### src/rtl/fetch_q.sv
// Purpose : instruction prefetch queue; one outstanding memory read, DEPTH-entry buffer, branch flush.
// Latency : request issues combinationally in RUN; a push at edge N makes instr_valid visible in cycle N+1.
// Backpressure: no issue unless a free entry exists for the outstanding slot; instr_take pops the head.
//
// Ports:
//   clk, rst_f                 - clock, asynchronous active-high reset
//   br_taken, br_addr          - redirect pulse and its word-address target
//   mem_req, mem_addr          - read request to instruction memory (held until mem_ack)
//   mem_ack, mem_rdata         - read completion and instruction word
//   instr_valid, instr_out,
//   instr_pc, instr_take       - head of the prefetch buffer and consumer pop
module fetch_q #(
    parameter int          DEPTH    = 4,
    parameter logic [15:0] RESET_PC = 16'h0000
) (
    input  logic        clk,
    input  logic        rst_f,
    input  logic        br_taken,
    input  logic [15:0] br_addr,
    output logic        mem_req,
    output logic [15:0] mem_addr,
    input  logic        mem_ack,
    input  logic [31:0] mem_rdata,
    output logic        instr_valid,
    output logic [31:0] instr_out,
    output logic [15:0] instr_pc,
    input  logic        instr_take
);

    localparam int AW = $clog2(DEPTH);
    localparam logic [AW:0] FULL_CNT = (AW+1)'(DEPTH);

    typedef struct packed {
        logic [31:0] instr;
        logic [15:0] pc;
    } entry_t;

    typedef enum logic [1:0] {
        ST_RUN   = 2'd0,   // nothing outstanding
        ST_WAIT  = 2'd1,   // one request outstanding, data will be kept
        ST_DRAIN = 2'd2    // one request outstanding, data will be dropped
    } state_t;

    state_t        state_q, state_d;
    entry_t        fifo_q [DEPTH];
    logic [AW-1:0] head_q, tail_q;
    logic [AW:0]   count_q;
    logic [15:0]   fetch_pc_q;
    logic [15:0]   req_addr_q;   // address of the outstanding request
    logic          ack_q;        // an ack completed last cycle; keeps mem_req low for one cycle

    logic issue, push, pop;

    always_comb begin
        state_d = state_q;
        // Issuing in RUN never overflows: with nothing outstanding, count < DEPTH
        // guarantees a slot for the returning word. Reset gating keeps mem_req low
        // while rst_f is held even though the state already reads RUN.
        issue = (state_q == ST_RUN) && !rst_f && !ack_q && !br_taken && (count_q < FULL_CNT);
        push  = (state_q == ST_WAIT) && mem_ack && !br_taken;
        pop   = instr_take && (count_q != '0) && !br_taken;

        case (state_q)
            ST_RUN: begin
                if (issue) state_d = ST_WAIT;
            end
            ST_WAIT: begin
                if (mem_ack)       state_d = ST_RUN;
                else if (br_taken) state_d = ST_DRAIN;
            end
            ST_DRAIN: begin
                if (mem_ack) state_d = ST_RUN;
            end
            default: state_d = ST_RUN;
        endcase
    end

    always_ff @(posedge clk or posedge rst_f) begin
        if (rst_f) begin
            state_q    <= ST_RUN;
            head_q     <= '0;
            tail_q     <= '0;
            count_q    <= '0;
            fetch_pc_q <= RESET_PC;
            req_addr_q <= RESET_PC;
            ack_q      <= 1'b0;
            for (int i = 0; i < DEPTH; i++) fifo_q[i] <= '0;
        end else begin
            state_q <= state_d;
            ack_q   <= (state_q != ST_RUN) && mem_ack;
            if (issue) req_addr_q <= fetch_pc_q;

            if (br_taken) begin
                // Flush wins over any coincident push or pop.
                head_q     <= '0;
                tail_q     <= '0;
                count_q    <= '0;
                fetch_pc_q <= br_addr;
            end else begin
                if (push) begin
                    fifo_q[tail_q] <= '{instr: mem_rdata, pc: req_addr_q};
                    tail_q         <= tail_q + AW'(1);
                    fetch_pc_q     <= fetch_pc_q + 16'd1;
                end
                if (pop) head_q <= head_q + AW'(1);
                case ({push, pop})
                    2'b10:   count_q <= count_q + (AW+1)'(1);
                    2'b01:   count_q <= count_q - (AW+1)'(1);
                    default: count_q <= count_q;
                endcase
            end
        end
    end

    // While a request is outstanding fetch_pc may already hold a redirect target,
    // so the held request address drives the bus instead.
    assign mem_req     = issue || (state_q != ST_RUN);
    assign mem_addr    = (state_q == ST_RUN) ? fetch_pc_q : req_addr_q;
    assign instr_valid = (count_q != '0);
    assign instr_out   = fifo_q[head_q].instr;
    assign instr_pc    = fifo_q[head_q].pc;

endmodule

### config.mk
export PLATFORM = sky130hd
export DESIGN_NAME = fetch_q
export DESIGN_NICKNAME = d
export VERILOG_FILES = /design/src/rtl/fetch_q.sv
export SDC_FILE = /design/constraint.sdc
export NUM_CORES = 1
export LEC_CHECK = 0
export CORE_MARGIN = 1.5
export CORE_UTILIZATION = 56
export DETAILED_ROUTE_END_ITERATION = 6
export GPL_ROUTABILITY_DRIVEN = 0
export PLACE_DENSITY = 0.83
export SLEW_MARGIN = 20
export SYNTH_ARGS = -nofsm -noshare
export SYNTH_HDL_FRONTEND = slang
export SYNTH_SLANG_ARGS = --single-unit
### constraint.sdc
create_clock -name clk -period 11.3 [get_ports clk]
set_input_delay 3.39 -clock clk [delete_from_list [all_inputs] [get_ports clk]]
set_output_delay 3.39 -clock clk [all_outputs]
set_load 0.02 [all_outputs]
; Word level (Yosys, flattened, before mapping)
; Cells that the tools add are included.
[op_classes]
n_addsub = 5
magnitude_cmp = 4
n_eq_ne = 7
n_mux = 20
bitwise = 3
reduce_logical = 22
[op_table]
columns = op, n
row1 = 192-bit bitwise mux, 1
row2 = 48-bit two-way mux, 3
row3 = 48-bit binary-select mux with 2-bit select, 1
row4 = 48-bit demux with 2-bit select, 1
row5 = 16-bit two-way mux, 3
row6 = 16-bit by 1-bit adder with 16-bit output (second input constant), 1
row7 = 2-bit two-way mux, 8
row8 = 1-bit logical AND, 10
row9 = 3-bit greater-or-equal comparator (second input constant), 2
row10 = 2-bit NOT with 3-bit output, 2
row11 = 2-bit one-hot mux with 3 select lines, 1
row12 = 3-bit one-hot mux with 2 select lines, 1
row13 = 2-bit nonzero test, 3
row14 = 3-bit nonzero test, 2
row15 = 2-bit by 1-bit adder with 2-bit output (second input constant), 2
row16 = 2-bit by 1-bit == test with 1-bit output (second input constant), 2
row17 = 2-bit == test (second input constant), 2
row18 = 2-bit != test (second input constant), 2
row19 = 3-bit by 1-bit adder with 3-bit output (second input constant), 1
row20 = 1-bit logical NOT, 3
row21 = 3-bit by 1-bit < comparator with 1-bit output (second input constant), 1
row22 = 3-bit < comparator (second input constant), 1
row23 = 3-bit two-way mux, 1
row24 = 3-bit != test (second input constant), 1
row25 = other kinds (6), 6
[totals]
reg_bits = 234
output_inout_bits = 66
word_cells = 76

; Logic depth before layout (Yosys ltp)
; Gate-level depths: netlist of the first run.
[logic_depth]
depth_word = 7
mapped_depth = 7
mapped_depth_nobuf = 6

; Worst setup path after synthesis of the first run
; OpenSTA, ideal clock, no wires.
[synth_timing]
path_kind = in2out
startpoint = input br_taken
endpoint = output mem_req
arrival_ns = 4.297
slack_ns = 3.613
path_stages = 5
path_cell_list = clkbuf_1 > nor2_1 > nand3_4 > buf_6 > nand2_1
[synth_via]
elab_chain_cells = 4
[synth_rtl]
columns = element, line_no
row1 = start: declaration, 18  ; input logic br_taken,
row2 = 1-bit logical NOT, 59  ; issue = (state_q == ST_RUN) && !rst_f && !ack_q && !br_taken && (count_q < FULL_CNT);
row3 = 1-bit logical AND (2 in a row), 59
row4 = 1-bit logical OR, 117  ; assign mem_req = issue || (state_q != ST_RUN);
row5 = end: declaration, 20  ; output logic mem_req,
; No other way between the ends.

; Final worst setup path of the first run
; Ends and elaborated chain as after synthesis.

==> results.md, run 1 <==
- The mean routed wirelength per cell is 21.1 um.
- In this run the number of H-tree levels came out at 1.
- The combinational group share of total power is 0.324.
- The global-route usage over all layers is 0.231.
- At the pin with the least slew margin, the transition time is 1060 ps.
- After detailed routing, the wire length on met1 is 9.34 mm.
- The upper clock frequency limit is 0.113 GHz.
- After clock tree synthesis, the flow added hold-fix buffers numbering 0.
- The share of Yosys cell area claimed by the top area cell type is 0.551.
- The fraction of power consumed by sequential logic is 0.403.
- The switching power share of the total is 0.304.
- The number of buffers created by CTS is 25.
- The detailed router finished its first iteration with 300 violations.
- The worst IR drop on VDD is 0.152 mV.
- The library cell used most frequently in the layout, excluding fill and tap cells, is dfrtp_1.
- The I/O pin count is approximately 120.
- In this run the tightest slew margin relative to its limit is 0.292.
- Of the total power, the clock network draws 0.274.
- The worst path in the final design needs a cycle of about 9000 ps, including I/O delays and setup.
- The highest metal layer with signal wires is met4.
- The library cell appearing most often on the critical path is clkdlybuf4s50_1.
- The die is 141 um wide.
- The count of yosys warnings during synthesis is 0.
- In the synthesized netlist the dominant register cell turns out to be dfrtp_1.
- Setup repair after global routing left no endpoint under its margin.
- For this design the ratio of total power to cell area is approximately 230 nW/um2.
- Of all nets on the critical path, the largest fanout is 47.
- The startpoint type of the worst setup path is an input pin.
- The tool flagged a number of max-cap violations equal to 0.
- The worst setup path is of the in -> out kind.
- The layout overhead on the synthesized area is 20.1%.
- The quantity of gates resized following cts is 0.
- The cell-internal power is 2.00 mW.
- The count of cells along the worst register-to-register path is 5.
- Summed over all instances, the cell type with the most area after synthesis is dfrtp_1.
- The clock passes through at most 3 buffers.
- The post-layout net count is roughly 850.
- The floorplan step defined a die boundary enclosing 19800 um2.
- The final critical-path share of the clock period is 0.785.
- STA classifies the critical path endpoint as a primary output.
- The fraction of final layout cells with drive strength greater than 1 is 0.419.
- The finished layout holds 1046 standard cells, fillers aside.
- The max-slew violation count came to 0.
- In this run the register-to-register setup slack is 8740 ps.
- The post-route antenna net violation count is 0.
- On the final layout, the worst clock skew is approximately 24 ps.
- The floorplan step defined a core boundary enclosing 18600 um2.
- The largest individual stage delay along the critical path comes from the cell clkdlybuf4s50_1.
- TritonCTS built the clock tree.
- After clock tree synthesis, the clock-pin slew on the worst setup and hold paths is approximately 60 ps.
- The wire-length estimate of the detail-placed layout is about 14 mm.
- Summing over every cut layer, the via total after detailed routing is just over 6000.
- The number of nets in the synthesized netlist is 740.
- Traced cell by cell, the critical path runs through clkdlybuf4s50_1 -> buf_4 -> nor2_1 -> nand3_4 -> nand2_1 -> clkdlybuf4s50_1.
- Along the worst hold path, the cell count comes to 1.
- The total power is 2.87 mW.
- The latest clock arrival within the worst-skew pair is 530 ps.
- The number of placed cells counting well taps is 999.
- The tightest min-delay check is of the reg -> reg type.
- The total of flip-flops plus latches after synthesis is 234.
- The detailed-routing iteration count for the pre-antenna-repair pass is 5.
- Entering global routing, the biggest net connects 149 pins.
- The placement-stage cell area is approximately 12000 um2.
- The synthesized netlist occupies a cell area of 10600 um2.
- In the routed design, unresolved DRC markers number 0.
- Counting flops with a built-in enable in the synthesized netlist gives 0.
- The sequential area share after synthesis is 0.551.
- The number of global-route vias before repair is 6843.
- Setup violations remaining at the end of the flow were counted as 0.
- The arrival time reported for the critical path endpoint is 5490 ps.
- After clock tree synthesis, the setup repair step added 0 buffers.
- Data on the critical path is required at its endpoint by 7910 ps.
- Buffers placed on the I/O ports in this run total 118.
- The instance count of the mapped netlist is 681.
- The total non-filler cell area in the finished layout is 12800 um2.
- The sink count of the clock tree is 234.
- The leakage power is 5.87 nW.
- The ratio of routed vias to standard cells is 5.90.
- The final hold violation count is 0.
- The flow ran to the end, and the final reports show no timing, DRC or antenna violations.
- The mean instance size in the synthesized netlist is ~16 um2.
- Clock tree synthesis selected as its root buffer the cell clkbuf_16.
- The remaining global-route overflow is 0.
- For this block, the routed nets add up to roughly 22 mm of wire.
- The first-pass GRT wire length is 36.1 mm.
- Adding up every negative setup slack in the final design gives 0 ps.
- For this run, the slowest stage of the critical path takes 620 ps.
- The share of synthesized registers carrying an async set or reset is 1.00.
- The number of antenna violations at the first check in global routing is 0.
- In the detailed route, the total length drawn on met3 is 1.08 mm.
- Yosys attributes the largest share of cell area to dfrtp_1, mux2_2, mux4_2, mux2_4, buf_6.
- The net switching power is 0.875 mW.
- Leaving out fill and tap cells, the most frequent cells in the layout are dfrtp_1, mux2_2, clkdlybuf4s50_1.
- Counting the fill cells in the layout gives 1239.
- The floorplan step set the die height to 141 um.
- The number of inserted diodes is 0.
- After floorplanning, the core was divided into 50 placement rows.
- The length of routed met2 wiring is between 10 and 15 mm.
- The netlist uses 43 different library cells.
- The starting utilization of the core area is 0.570.
worst paths after layout:
check	from	end
setup reg to reg	state_q[1]	fifo_q[97]
hold / removal	fifo_q[1]	fifo_q[1]
max in group asynchronous	rst_f	head_q[0]
hold reg to reg	fifo_q[1]	fifo_q[1]
min in group asynchronous	rst_f	req_addr_q[3]
setup / recovery	br_taken	mem_req
flip-flops by register name, indices dropped and copies added, names as in the netlist:
| name | count |
|---|---|
| ack_q | 1 |
| count_q | 3 |
| fetch_pc_q | 16 |
| fifo_q | 192 |
| head_q | 2 |
| req_addr_q | 16 |
| state_q | 2 |
| tail_q | 2 |
power by group through the flow:
stage	sequential, mW	clock [mW]	combinational (mW)
global route	1.18	0.834	0.988
floorplan	1.10	0	0.609
global placement	1.16	0	0.894
detailed placement	1.18	0	0.916
finish	1.16	0.786	0.931
CTS	1.17	0.799	0.924
layer usage:
layer  global-route usage  up-vias
li1                     -     2746
met4               0.0620        0
met2                0.392      179
met1                0.317     3216
met5                    0        -
met3               0.0319       33
cell families (layout without fill, tap and decap cells):
family,after synthesis,count (layout),synth area share
DFF,234,234,0.551
muxes,278,278,0.348
and+or+nand+nor,79,79,0.0425
xor gates and xnor gates,14,14,0.0115
buffers and inverters,48,179,0.0264
adders and majority gates,6,6,0.00777
AOI/OAI and AO/OA,22,22,0.0131
through the flow:
stage	util	hold WS, ps	setup slack (ps)
after floorplan	-	474	1490
after global placement	0.639	481	2480
after detailed placement	0.639	488	2440
after CTS	0.683	502	2430
after global routing	0.685	514	2290
final	0.685	500	2420
area by class of cell:
type	count	area, um2	area share
Tap cell	234	293	0.0229
Multi-Input combinational cell	399	4500	0.353
Inverter	7	38.8	0.00304
Clock buffer	35	743	0.0582
Timing Repair Buffer	126	1260	0.0991
Sequential cell	234	5860	0.459
Clock inverter	11	62.6	0.00490
synth_stat cells (2+ instances only):
library cell	n
o31a_1	3
buf_6	10
buf_1	6
nor2b_1	4
dfrtp_1	234
nand2b_1	2
nor2_1	13
inv_1	7
nand2_1	27
mux4_2	48
nor2_2	2
mux2_4	8
clkbuf_1	5
ha_1	5
xor2_1	5
nand3_1	6
nor4_4	2
o21ai_0	11
xnor2_1	9
mux2i_1	5
nand4_1	4
buf_2	20
a22oi_1	2
and4_1	2
nor3_1	7
mux2_2	217
critical path: cells and delay by family:
kind	cells	cell delay [ps]
buffers and inverters	3	1280
and+or+nand+nor	3	800
(Power assumes the default switching activity.)
==> run 2: changes to the inputs <==
Settings changed: CORE_UTILIZATION 56 to 51, PLACE_DENSITY 0.83 to 0.8.
Clock period 11.3 ns to 7.7 ns, I/O delays scaled along.
==> run 2 against run 1 <==
Compared with the run above: core utilization down 5.8 points; non-clock buffer count increased by 2; wire length is 0.18% lower; critical endpoint unchanged; critical path depth decreased by 1.
==> results.md, run 2 (synthesis results as in run 1) <==
- Excluding fillers, the count of instances in the completed layout stands at between 1000 and 1500.
- Using the TritonRoute via totals, the vias-per-cell ratio works out to 5.72.
- The commonest non-fill, non-tap cell in the layout is dfrtp_1.
- The detailed-routing iteration count for the pre-antenna-repair pass is 4.
- The number of setup violations in the final report is 0.
- After the last flow step, the layout net total stands at 854.
- In this run the worst hold path is classified as reg -> reg.
- The number of instances on the worst hold path is 1.
- The height of the die is 147 um.
- The launch point of the worst hold path is fifo_q[147].
- The mean routed wirelength per cell is a little over 20 um.
- Timing would allow up to between 0.15 and 0.2 GHz.
- Across the VDD grid, the largest voltage drop is 0.197 mV.
- In this run the critical register-to-register path is launched from state_q[1].
- In this run, post-CTS repair resized a total of 0 instances.
- Across the run, the number of max-cap violations was 0.
- The final total negative setup slack is 0 ps.
- The final hold violation count was 0.
- TritonCTS built the clock tree.
- Clock latency on the worst-skew pair, taken at its later pin, is 510 ps.
- The final route contains 6157 vias.
- The slew of the pin with the lowest slew margin is approximately 1000 ps.
- The category of cells accounting for the largest share of critical-path delay is buffers and inverters.
- The number of buffers created by CTS is 25.
- The largest registers in the layout are fifo_q (192), fetch_pc_q (16), req_addr_q (16).
- The post-CTS setup repair buffer count is 0.
- The post-route antenna net violation count is 0.
- STA puts the critical path data required time at 5390 ps.
- The maximum cell stage delay along the critical path is approximately 620 ps.
- The relative slew slack is 0.326.
- Power spread over the standard cell area amounts to 328 nW/um2.
- The overall die area is 21700 um2.
- The run finished with clean final reports.
- The multi-input combinational cells in the finished layout cover a total of roughly 4500 um2.
- The depth of the CTS H-tree is 1.
- Entering global routing, the biggest net connects 84 pins.
- The max-slew violation count came to 0.
- Setup repair after global routing left no endpoint under its margin.
- Internal power comes to 2.94 mW.
- In this run the tool buffered the top-level ports with 118 buffer cells.
- The first global-routing pass estimated about 36 mm of wire.
- fifo_q holds more flip-flops than any other register.
- The worst setup path is captured at a primary output.
- The fraction of final layout cells with drive strength greater than 1 is 0.410.
- In the layout the commonest cells are dfrtp_1, mux2_2, clkdlybuf4s50_1.
- Wires add up to 22.0 mm.
- In this run the standard cell core region covers roughly 20000 um2.
- approximately 120 I/O pins were placed.
- The leakage power is between 5 and 6 nW.
- Detailed placement finished with a half-perimeter wire length of between 10 and 15 mm.
- Of the total power, registers draw 0.405.
- Data on the critical path arrives at its endpoint at 4100 ps.
- Clock tree synthesis selected as its root buffer the cell clkbuf_16.
- The largest fanout on the critical path is 19.
- In this run the register-to-register setup slack is 5270 ps.
- The end point of the worst hold path is fifo_q[147].
- For this configuration, the core starts out at a cell density of 0.522.
- The buffering stage count on the worst path with inverters included is 2.
- The number of antenna violations at the first check in global routing was 0.
- In the routed design, unresolved DRC markers number 0.
- The number of placed cells counting well taps is between 1000 and 1500.
- Summing all flip-flop and latch instances after layout gives 5860 um2.
- The net switching power is 1.25 mW.
- The quantity of hold-fixing buffers added after cts is 0.
- Relative to the synthesized area, the layout overhead comes to 20.1%.
- The final-layout fill cell count is 1456.
- The endpoint identified for the worst register-to-register timing path is fifo_q[176].
- The critical path goes through clkdlybuf4s50_1 -> nor2_1 -> nand3_4 -> nand2_1 -> clkdlybuf4s50_1.
- The worst setup path is of the in -> out kind.
- The time the worst path needs with I/O delays and setup is between 6000 and 7000 ps.
- Global routing finished with a remaining overflow of 0.
- The setup skew after layout is 15.4 ps.
- The global-route usage over all layers is 0.210.
- The cell type of the slowest stage on the worst timing path is clkdlybuf4s50_1.
- The share of total power dissipated in combinational logic is 0.326.
- The die outline width is roughly 150 um.
- The worst register-to-register path has a depth of 5.
- The relative contribution of the clock network to total power is 0.268.
- The library cell appearing most often on the critical path is clkdlybuf4s50_1.
- The number of global-route vias before repair is 6883.
- The clock passes through at most 3 buffers.
- The floorplan has 52 rows.
- The switching power share of the total is 0.299.
- STA classifies the critical path startpoint as an input pin.
- The number of flip-flops in the largest register is about 190.
- The sink count of the clock tree is 234.
- The violation count after the first detailed-route iteration is 270.
- The CTS clock-pin slew for the worst setup and hold paths is 50 ps.
- The final critical-path share of the clock period is 0.832.
- The number of inserted diodes is 0.
run 2: cell count changes in the layout (fill, tap and decap cells not counted), sizes merged:
cell / change
clkbuf: -2
buf: +2
inv: -2
clkinv: -6
bufinv: +2
clkinvlp: +1
run 2: area by class of cell:
| cell class | count | share of cell area |
|---|---|---|
| flip-flops and latches | 234 | 0.459 |
| clock inverters | 6 | 0.00627 |
| multi-input cells | 399 | 0.353 |
| repair buffers | 128 | 0.100 |
| clock buffers | 33 | 0.0529 |
| inverters | 7 | 0.00235 |
| well taps | 270 | 0.0265 |
run 2: worst max-delay path by stage:
stage | cells past startpoint | slack (ps) | endpoint | from
after floorplan | 5 | 2170 | mem_req | br_taken
after global placement | 5 | 1310 | mem_req | rst_f
after detailed placement | 5 | 1310 | mem_req | rst_f
after CTS | 5 | 1280 | mem_req | rst_f
after global routing | 5 | 1200 | mem_req | br_taken
final | 5 | 1290 | mem_req | rst_f
run 2: per-stage QoR:
stage	cell area (um2)	utilization	total power [mW]	setup WS [ps]	hold slack (ps)
6_report	12800	0.627	4.19	1290	500
5_1_grt	12800	0.627	4.39	1200	515
4_1_cts	12700	0.625	4.23	1280	502
3_5_place_dp	12000	0.588	3.09	1310	490
3_3_place_gp	12000	0.588	3.02	1310	481
2_1_floorplan	10600	-	2.52	2170	474
run 2: per-layer routing:
| metal | vias up | share of wire | GRT usage |
|---|---|---|---|
| li1 | 2734 | - | - |
| met1 | 3229 | 0.42 | 0.280 |
| met2 | 168 | 0.52 | 0.366 |
| met3 | 26 | 0.047 | 0.0295 |
| met4 | 0 | 0.013 | 0.0505 |
| met5 | - | 0 | 0 |
run 2: power groups by stage:
stage,Clock [mW],Combinational [mW],Sequential [mW]
final,1.12,1.37,1.70
after detailed placement,0,1.35,1.74
after CTS,1.15,1.36,1.72
after global placement,0,1.32,1.70
after floorplan,0,0.894,1.62
after global routing,1.20,1.45,1.74
==> run 3: changes to the inputs <==
Settings changed: CORE_UTILIZATION 51 to 56, PLACE_DENSITY 0.8 to 0.83.
Clock period 7.7 ns to 6.4 ns, I/O delays scaled along.
==> run 3 against run 2 <==
Compared with the run above: clock skew is 7.1 ps lower; core utilization rose by 6.2 points; clock power rose by 33%; hold slack worse by 0.72 ps; via count grew 0.36%; setup slack got worse by 510 ps; sequential share of layout area shrank 0.24 points; final cell count decreased by 3.1%; critical path type unchanged.
==> results.md, run 3 (synthesis results as in run 1) <==
- The post-route core utilization is 0.688.
- The setup skew after layout is 8.30 ps.
- The number of global-route vias before repair is about 6700.
- The final layout contains routed wiring with a total length of roughly 22 mm.
- The first-pass GRT wire length is ~36 mm.
- The CTS clock-pin slew for the worst setup and hold paths is 60 ps.
- The layout overhead on the synthesized area is 20.8%.
- In the final routed layout, each cell accounts on average for roughly 21 um.
- The leakage power is 5.89 nW.
- Once detail routing completed, the nets flagged for antenna violations numbered 0.
- In the final layout, the share of cells above drive strength 1 is 0.417.
- The core region is 18600 um2.
- The worst path needs 5610 ps of the cycle, external delays included.
- The upper clock frequency limit is 0.178 GHz.
- The arrival time reported for the critical path endpoint is 3690 ps.
- The fraction of power consumed by sequential logic is 0.395.
- The number of hold buffers added after CTS was 0.
- The final routed DRC violation total is 0.
- Final hold analysis gives a worst-case slack of 499 ps.
- The overall die area is 19800 um2.
- The final hold violation count was 0.
- Post-CTS timing repair inserted 0 buffers for setup.
- The worst IR drop on VDD is ~0.26 mV.
- Of the total power, the share spent switching nets is 0.295.
- The register with the most flip-flops in the final layout is fifo_q.
- The area of combinational cells with multiple inputs is 4510 um2.
- The number of inserted diodes is 0.
- The placed wire-length estimate is between 10 and 15 mm.
- The number of antenna violations at the first check in global routing was 0.
- Along the worst path, the maximum fanout reaches 19.
- The sink count of the clock tree is approximately 230.
- Across all layers, the routed design uses 6179 vias.
- The number of violations of the max-capacitance limit is 0.
- The longest clock path from root to sink contains 3 buffers.
- Setup repair after global routing left no endpoint under its margin.
- The sequential cells in the finished layout cover a total of 5860 um2.
- The die outline width is between 100 and 150 um.
- The largest registers in the layout are fifo_q (192), fetch_pc_q (16), req_addr_q (16).
- The flow ran to the end, and the final reports show no timing, DRC or antenna violations.
- The floorplan has 50 rows.
- In this run the number of H-tree levels came out at 1.
- The number of placed cells counting well taps is 1000.
- The combinational group share of total power is 0.316.
- The share of total power dissipated in the clock network is 0.288.
- The first detailed-routing pass ran for 4 iterations.
- The kind of end point of the critical path is a primary output.
- Port buffering added roughly 120 buffers.
- The post-layout net count is 853.
- In the final timing run, aggregate negative setup slack is 0 ps.
- The type of the tightest min-delay check is reg -> reg.
- The required arrival time at the worst endpoint is about 4500 ps.
- The initial utilization of the core area, before any placement, comes to 0.570.
- Counting the buffers created by CTS gives 25.
- Once the clock tree was built, the resizer swapped 0 gates to a different size.
- The slew of the pin with the lowest slew margin is 987 ps.
- For the worst-skew pair, the clock arrives at the later sink with an insertion delay of 510 ps.
- STA classifies the critical path startpoint as an input pin.
- The cell-internal power is 3.65 mW.
- The violation count after the first detailed-route iteration is a little under 300.
- The maximum number of pins on one net before global-route repair is 155.
- The library cells used most frequently in the layout, excluding fill and tap cells, are dfrtp_1, mux2_2, clkdlybuf4s50_1.
- The final critical-path share of the clock period is 0.877.
- The final non-filler cell total is roughly 1000.
- The clock tree root driver cell is clkbuf_16.
- 119 I/O pins were placed.
- Using the TritonRoute via totals, the vias-per-cell ratio works out to just under 6.
- The max-slew violation count came to 0.
- The number of setup violations in the final report is 0.
- The global-route usage over all layers is 0.226.
- The relative slew slack is 0.340.
- Power spread over the standard cell area amounts to 404 nW/um2.
- Leaving out fill and tap cells, the most frequent cell in the layout is dfrtp_1.
- The number of flip-flops in the largest register is around 190.
- The TritonCTS clock tree is built.
- The final-layout fill cell count is 1205.
- The net switching power is 1.53 mW.
- For flop-to-flop paths, the worst setup slack is 3800 ps.
- Summed over all layers, the global routing overflow is 0.
- The die is 141 um tall.
- The worst setup path is of the in -> out kind.
## run 3: final cells by class
type | instances | share of cell area
sequential | 234 | 0.457
multi-input combinational | 399 | 0.351
timing repair buffer | 127 | 0.0996
clock buffer | 32 | 0.0547
tap | 234 | 0.0228
clock inverter | 11 | 0.0128
inverter | 7 | 0.00234
## run 3: through the flow
stage | area (um2) | power (mW) | setup WS, ps
6_report | 12800 | 5.18 | 787
5_1_grt | 12800 | 5.42 | 624
4_1_cts | 12800 | 5.22 | 771
3_5_place_dp | 11900 | 3.71 | 792
3_3_place_gp | 11900 | 3.63 | 794
2_1_floorplan | 10600 | 3.03 | 1420
## run 3: path summary, 6_finish.rpt
kind                             from            end  cells after the start
min in group asynchronous       rst_f  fetch_pc_q[6]                      3
setup reg to reg           state_q[1]    fifo_q[141]                      5
hold / removal             fifo_q[85]     fifo_q[85]                      1
setup / recovery             br_taken        mem_req                      5
max in group asynchronous       rst_f     fifo_q[54]                      3
hold reg to reg            fifo_q[85]     fifo_q[85]                      1
## run 3: worst max-delay path: stages
cell and delay [ps]:
clkdlybuf4s50_1 430, nor2_1 230, nand3_4 300, nand2_1 190, clkdlybuf4s50_1 620
## run 3: layer usage
metal | track usage | wire, um
met5 | 0 | 0
met2 | 0.388 | 10900
met3 | 0.0391 | 1150
met4 | 0.0477 | 340
met1 | 0.307 | 9200
## run 3: power groups by stage
stage / sequential, mW / clock, mW / combinational (mW)
3_3_place_gp: 2.05 / 0 / 1.58
5_1_grt: 2.09 / 1.58 / 1.74
3_5_place_dp: 2.09 / 0 / 1.62
2_1_floorplan: 1.95 / 0 / 1.08
4_1_cts: 2.07 / 1.52 / 1.63
6_report: 2.05 / 1.49 / 1.64
